===== config.mk =====
export PLATFORM = sky130hd
export DESIGN_NAME = mux32_rr_arbiter
export DESIGN_NICKNAME = d
export VERILOG_FILES = /design/src/rtl/mux32_rr_arbiter_pkg.sv /design/src/rtl/mux32_rr_arbiter_rr_pick.sv /design/src/rtl/mux32_rr_arbiter.sv
export SDC_FILE = /design/constraint.sdc
export NUM_CORES = 1
export LEC_CHECK = 0
export BUFFER_PORTS_ARGS = -buffer_cell sky130_fd_sc_hd__buf_2
export CAP_MARGIN = 15
export CORE_MARGIN = 8
export CORE_UTILIZATION = 26
export CTS_CLUSTER_DIAMETER = 200
export CTS_CLUSTER_SIZE = 40
export DETAILED_ROUTE_END_ITERATION = 8
export PLACE_DENSITY = 0.48
export SYNTH_ARGS = -nofsm -noshare
export SYNTH_HDL_FRONTEND = slang
export SYNTH_SLANG_ARGS = --single-unit

===== constraint.sdc =====
create_clock -name clk -period 6 [get_ports clk]
set_clock_uncertainty 0.05 [all_clocks]
set_input_delay 1.2 -clock clk [delete_from_list [all_inputs] [get_ports clk]]
set_output_delay 1.2 -clock clk [all_outputs]
set_load 0.01 [all_outputs]

===== src/rtl/mux32_rr_arbiter_pkg.sv =====
// Shared types and constants for the round-robin arbiter in front of the 32:1 mux.
package mux_arb_pkg;

    localparam int N      = 32;
    localparam int SELW   = 5;
    localparam int HOLD_W = 8;

    typedef enum logic [1:0] {
        IDLE = 2'd0,
        BUSY = 2'd1,
        GAP  = 2'd2
    } state_e;

endpackage


===== src/rtl/mux32_rr_arbiter_rr_pick.sv =====
// Rotating priority encoder: first set request at or after ptr, wrapping at N-1.
module rr_pick #(
    parameter int N    = mux_arb_pkg::N,
    parameter int SELW = mux_arb_pkg::SELW
) (
    input  logic [N-1:0]    req,
    input  logic [SELW-1:0] ptr,
    output logic [SELW-1:0] winner,
    output logic            any_req
);

    logic [SELW-1:0] idx;

    // Scan from the farthest slot back to ptr so the nearest hit is written last.
    always_comb begin
        winner  = '0;
        idx     = '0;
        any_req = |req;
        for (int i = N - 1; i >= 0; i--) begin
            idx = SELW'((int'(ptr) + i) % N);
            if (req[idx]) begin
                winner = idx;
            end
        end
    end

endmodule


===== src/rtl/mux32_rr_arbiter.sv =====
// Round-robin arbiter/sequencer driving the shared 32:1 mux select and one-hot grant.
// Optional build macro ARB_LOCK_EN: lock suppresses the hold-limit timeout while held.
module mux32_rr_arbiter #(
    parameter int N        = mux_arb_pkg::N,
    parameter int SELW     = mux_arb_pkg::SELW,
    parameter int MAX_HOLD = 16
) (
    input  logic                    clk,
    input  logic                    rst_n,
    input  logic [N-1:0]            req,
    input  logic                    rel,
    input  logic                    lock,
    output logic [SELW-1:0]         sel,
    output logic [N-1:0]            gnt,
    output logic                    gnt_valid,
    output logic [7:0]              hold_cnt,
    output logic                    preempt,
    output mux_arb_pkg::state_e     state_dbg
);

    import mux_arb_pkg::*;

    localparam logic [HOLD_W-1:0] HOLD_LAST = HOLD_W'(MAX_HOLD - 1);
    localparam logic [HOLD_W-1:0] HOLD_SAT  = '1;

    state_e            state_q, state_d;
    logic [SELW-1:0]   sel_q, sel_d;
    logic [SELW-1:0]   ptr_q, ptr_d;
    logic [N-1:0]      gnt_q, gnt_d;
    logic              gnt_valid_q, gnt_valid_d;
    logic [HOLD_W-1:0] hold_cnt_q, hold_cnt_d;
    logic              preempt_q, preempt_d;

    logic [SELW-1:0]   winner;
    logic              any_req;
    logic              timeout_en;
    logic              to_hit;
    logic              owner_drop;
    logic              busy_exit;

    rr_pick #(
        .N    (N),
        .SELW (SELW)
    ) u_pick (
        .req     (req),
        .ptr     (ptr_q),
        .winner  (winner),
        .any_req (any_req)
    );

`ifdef ARB_LOCK_EN
    assign timeout_en = ~lock;
`else
    logic lock_unused;
    assign lock_unused = lock;
    assign timeout_en  = 1'b1;
`endif

    assign to_hit     = timeout_en && (hold_cnt_q == HOLD_LAST);
    assign owner_drop = ~req[sel_q];
    assign busy_exit  = rel || owner_drop || to_hit;

    always_comb begin
        state_d     = state_q;
        sel_d       = sel_q;
        ptr_d       = ptr_q;
        gnt_d       = gnt_q;
        gnt_valid_d = gnt_valid_q;
        hold_cnt_d  = hold_cnt_q;
        preempt_d   = 1'b0;
        unique case (state_q)
            IDLE: begin
                if (any_req) begin
                    state_d         = BUSY;
                    sel_d           = winner;
                    gnt_d           = '0;
                    gnt_d[winner]   = 1'b1;
                    gnt_valid_d     = 1'b1;
                    hold_cnt_d      = '0;
                end
            end
            BUSY: begin
                if (busy_exit) begin
                    state_d     = GAP;
                    ptr_d       = (sel_q == SELW'(N - 1)) ? '0 : sel_q + 1'b1;
                    gnt_d       = '0;
                    gnt_valid_d = 1'b0;
                    hold_cnt_d  = '0;
                    // Preempt flags only a pure timeout; release or drop wins a tie.
                    preempt_d   = to_hit && !rel && !owner_drop;
                end else begin
                    hold_cnt_d  = (hold_cnt_q == HOLD_SAT) ? hold_cnt_q : hold_cnt_q + 1'b1;
                end
            end
            GAP: begin
                state_d = IDLE;
            end
            default: begin
                state_d     = IDLE;
                gnt_d       = '0;
                gnt_valid_d = 1'b0;
                hold_cnt_d  = '0;
            end
        endcase
    end

    always_ff @(posedge clk or negedge rst_n) begin
        if (!rst_n) begin
            state_q     <= IDLE;
            sel_q       <= '0;
            ptr_q       <= '0;
            gnt_q       <= '0;
            gnt_valid_q <= 1'b0;
            hold_cnt_q  <= '0;
            preempt_q   <= 1'b0;
        end else begin
            state_q     <= state_d;
            sel_q       <= sel_d;
            ptr_q       <= ptr_d;
            gnt_q       <= gnt_d;
            gnt_valid_q <= gnt_valid_d;
            hold_cnt_q  <= hold_cnt_d;
            preempt_q   <= preempt_d;
        end
    end

    assign sel       = sel_q;
    assign gnt       = gnt_q;
    assign gnt_valid = gnt_valid_q;
    assign hold_cnt  = hold_cnt_q;
    assign preempt   = preempt_q;
    assign state_dbg = state_q;

endmodule


==> metrics.txt <==
# TYPE chip_impl_metric gauge
chip_impl_info{name="run_status",value="complete, no violations"} 1
chip_impl_metric{name="worst_pin_slew",unit="ns"} 0.882
chip_impl_info{name="cp_slowest_cell",value="mux4_2"} 1
chip_impl_metric{name="multiInputGateArea",unit="sq um"} 7350
chip_impl_metric{name="num_rows",unit=""} 68
chip_impl_metric{name="period_needed",unit="ns"} 5.63
chip_impl_metric{name="syn_nets",unit=""} 1017
chip_impl_metric{name="drc",unit=""} 0
chip_impl_metric{name="iteration_0_drc_count_of_the_detailed_router",unit=""} 927
chip_impl_metric{name="use_met2",unit="%"} 27.8
chip_impl_metric{name="fraction_of_the_mapped_netlist_area_in_simple_logic_gates",unit="%"} 16.2
chip_impl_info{name="setup_repair_after_global_routing_missed_its_margin",value="no"} 1
chip_impl_metric{name="clkSinkCount",unit=""} 54
chip_impl_info{name="worstSetupPathType",value="flip-flop to flip-flop"} 1
chip_impl_metric{name="postSynthAreaPerCell",unit="sq um"} 9.41
chip_impl_metric{name="synthDistinctLibCells",unit=""} 83
chip_impl_metric{name="via_count",unit=""} 9207
chip_impl_metric{name="cts.htree.levels",unit=""} 2
chip_impl_metric{name="timing.slew.headroom",unit="%"} 40.8
chip_impl_metric{name="groute.layer.met3.usage",unit="%"} 2.01
chip_impl_metric{name="finish.net_count",unit=""} 1101
chip_impl_info{name="final_cell_mix",value="112 x nand2_1, 93 x mux4_2, 83 x buf_2"} 1
chip_impl_metric{name="met1_usage",unit="%"} 25.2
chip_impl_metric{name="min_period_over_period",unit="%"} 93.8
chip_impl_metric{name="critical_path_arrival",unit="ns"} 5.79
chip_impl_metric{name="clkSlewWorstSetupHoldPaths",unit="ns"} 0.07
chip_impl_metric{name="detailed_place.area",unit="sq um"} 10200
chip_impl_info{name="cpLargestDelayFamily",value="compound AO/OA/AOI/OAI gates"} 1
chip_impl_info{name="tritoncts",value="yes"} 1
chip_impl_metric{name="synth-seq-cells",unit=""} 54
chip_impl_info{name="most_frequent_standard_cell_in_the_layout_excluding_fill_and_tap_cells",value="nand2_1"} 1
chip_impl_metric{name="via_count_of_the_first_global_routing_pass",unit=""} 8971
chip_impl_metric{name="timing.final.setup_violations",unit=""} 0
chip_impl_info{name="ctsRootBufferMaster",value="clkbuf_16"} 1
chip_impl_metric{name="post-cts-setup-buffer-count",unit=""} 0
chip_impl_metric{name="grt_usage",unit="%"} 17.6
chip_impl_metric{name="seq_area",unit="sq um"} 1350
chip_impl_metric{name="post-route-worst-setup-slack",unit="ns"} 0.370
chip_impl_metric{name="finalMaxSlewViolations",unit=""} 0
chip_impl_metric{name="post-place-ws",unit="ns"} 0.180
chip_impl_metric{name="synth-seq-area-share",unit="%"} 14.9
chip_impl_metric{name="gr-total-overflow",unit=""} 0
chip_impl_metric{name="routed_via_density",unit=""} 6.12
chip_impl_metric{name="clock_tree.buffer_depth",unit=""} 2
chip_impl_metric{name="antenna-diode-count",unit=""} 0
chip_impl_metric{name="mappedNetlistArea",unit="sq um"} 9080
chip_impl_metric{name="design.portCount",unit=""} 85
chip_impl_metric{name="syn2layout_area_growth",unit="%"} 14.6
chip_impl_metric{name="dieArea",unit="sq um"} 41100
chip_impl_metric{name="final_core_util",unit="%"} 30.2
chip_impl_info{name="synth_top_family_by_area",value="multiplexers"} 1
chip_impl_metric{name="die_width",unit="um"} 203
chip_impl_info{name="worstPathCellList",value="inv_1, ha_1, buf_4, mux4_1, mux4_2, a21oi_2, nand2b_1, a211o_1, a2111oi_0, o211ai_1, a21o_1, or3_1, o31ai_1"} 1
chip_impl_metric{name="cap_violations",unit=""} 0
chip_impl_metric{name="layout_cell_share_with_drive_strength_beyond_1",unit="%"} 28.4
chip_impl_metric{name="critPathBufInv",unit=""} 2
chip_impl_metric{name="detailed_route_wire_length_per_cell",unit="um"} 24.7
chip_impl_metric{name="antenna_found_initial",unit=""} 0
chip_impl_metric{name="synth_enable_flop_cells",unit=""} 0
chip_impl_metric{name="synthCells",unit=""} 965
chip_impl_metric{name="chipHeight",unit="um"} 203
chip_impl_metric{name="detail_route.wirelength",unit="mm"} 37.2
chip_impl_metric{name="core_region_area",unit="sq um"} 34500
chip_impl_metric{name="drtAntennaViolNets",unit=""} 0
chip_impl_metric{name="dp_hpwl",unit="mm"} 28.9
chip_impl_metric{name="post_synth_mux_area_share",unit="%"} 37.6
chip_impl_metric{name="async_reset_ff_share",unit="%"} 100
chip_impl_metric{name="layout.filler_cells",unit=""} 3652
chip_impl_metric{name="place.gp.congestion",unit=""} 0.945
chip_impl_info{name="worst_setup_path_end_kind",value="flip-flop"} 1
chip_impl_metric{name="post-route-cell-area",unit="sq um"} 10400
chip_impl_info{name="gr_busiest_metal",value="met2"} 1
chip_impl_metric{name="fin_tns_setup",unit="ns"} 0
chip_impl_metric{name="cp.required",unit="ns"} 6.16
chip_impl_metric{name="port_buffers",unit=""} 83
chip_impl_metric{name="critical_path.max_stage_delay",unit="ns"} 0.65
chip_impl_metric{name="grt_start_max_net_pins",unit=""} 55
chip_impl_metric{name="starting_density",unit="%"} 26.3
chip_impl_metric{name="synth_fa_ha_area_share",unit="%"} 2.21
chip_impl_metric{name="synth.yosys.warnings",unit=""} 0
chip_impl_info{name="min_path_type",value="flip-flop to flip-flop"} 1
chip_impl_info{name="setup.worst_path.start_class",value="flip-flop"} 1
chip_impl_metric{name="synth-xor-area-share",unit="%"} 4.25
chip_impl_metric{name="synth_compound_area_share",unit="%"} 20.7
chip_impl_metric{name="timing.critical_path.fanout_max",unit=""} 24
chip_impl_metric{name="final_hold_violations",unit=""} 0
chip_impl_metric{name="detailedRoute.firstPassIterationCount",unit=""} 7
chip_impl_info{name="synthFlopType",value="dfrtp_1"} 1
chip_impl_metric{name="clk-insertion-delay-late",unit="ns"} 0.29
chip_impl_metric{name="cts_made_buffers",unit=""} 5
chip_impl_metric{name="grt_first_pass_wirelength",unit="mm"} 57.1
chip_impl_metric{name="max_freq",unit="GHz"} 0.178
## cell usage after synthesis, drive strengths merged, types with 11 or more instances
master | instances | area [sq um]
a211oi | 11 | 82.6
a21oi | 44 | 235
a31oi | 11 | 68.8
and2 | 13 | 81.3
buf | 30 | 159
clkbuf | 33 | 124
dfrtp | 54 | 1350
ha | 16 | 200
inv | 25 | 93.8
mux2 | 30 | 338
mux2i | 50 | 504
mux4 | 111 | 2570
nand2 | 112 | 420
nand3 | 34 | 170
nor2 | 43 | 161
nor2b | 11 | 68.8
nor4 | 14 | 87.6
o211ai | 12 | 90.1
o21ai | 71 | 355
o31ai | 24 | 195
xnor2 | 34 | 298
## sequential cells by signal (all words and copies together) (netlist names)
register and count:
hold_cnt 8, sel 5, preempt 1, gnt_valid 1, gnt 32, ptr_q 5, state_dbg 2
## routing by layer
layer  wire length (um)  up-vias
met5                  0        -
met3               2410       56
met1              16700     4718
met2              17200      397
met4                888        0
li1                   -     4036
## per-stage QoR
stage,hold WS [ns],instances
floorplan,0.465,965
global placement,0.408,1497
detailed placement,0.415,1497
CTS,0.431,1505
global route,0.452,1505
finish,0.428,1505
## worst min-delay path: cells and delay by family (launching register included)
kind / cells / cell delay [ns]
AO/OA/AOI/OAI: 1 / 0.06
AND/OR/NAND/NOR: 1 / 0.04
flip-flops: 1 / 0.34
## repair_timing
item | 4_1_cts | 5_1_grt
hold endpoints to repair | 0 | 0
gates resized for setup | 0 | 1
hold buffers | 0 | 0
setup endpoints to repair | 0 | 2
## path summary, 6_finish.rpt
kind | to | start | cells after the start | slack, ns
max | gnt[5]$_DFFE_PN0P_ | ptr_q[1]$_DFFE_PN0P_ | 13 | 0.37
min | gnt[22]$_DFFE_PN0P_ | gnt[22]$_DFFE_PN0P_ | 2 | 0.43
max reg2reg | gnt[5]$_DFFE_PN0P_ | ptr_q[1]$_DFFE_PN0P_ | 13 | 0.37
min reg2reg | gnt[22]$_DFFE_PN0P_ | gnt[22]$_DFFE_PN0P_ | 2 | 0.43
max in group asynchronous | ptr_q[0]$_DFFE_PN0P_ | rst_n | 2 | 4.43
min in group asynchronous | gnt[11]$_DFFE_PN0P_ | rst_n | 2 | 0.97
## cells by family after synthesis
group	Yosys count
fa+ha+maj	16
buf+inv	90
compound gates	273
mux	191
simple gates	297
xor+xnor	44
flops	54
## final cells by class
| cell class | instances | area share, % |
|---|---|---|
| Multi-Input combinational cell | 821 | 70.6 |
| Sequential cell | 54 | 13.0 |
| Timing Repair Buffer | 140 | 8.35 |
| Tap cell | 455 | 5.47 |
| Clock buffer | 5 | 1.20 |
| Inverter | 27 | 0.974 |
| Clock inverter | 3 | 0.385 |
Power is not shown: default switching activity piles up to over one toggle a cycle in this logic, so the estimate is an artifact.
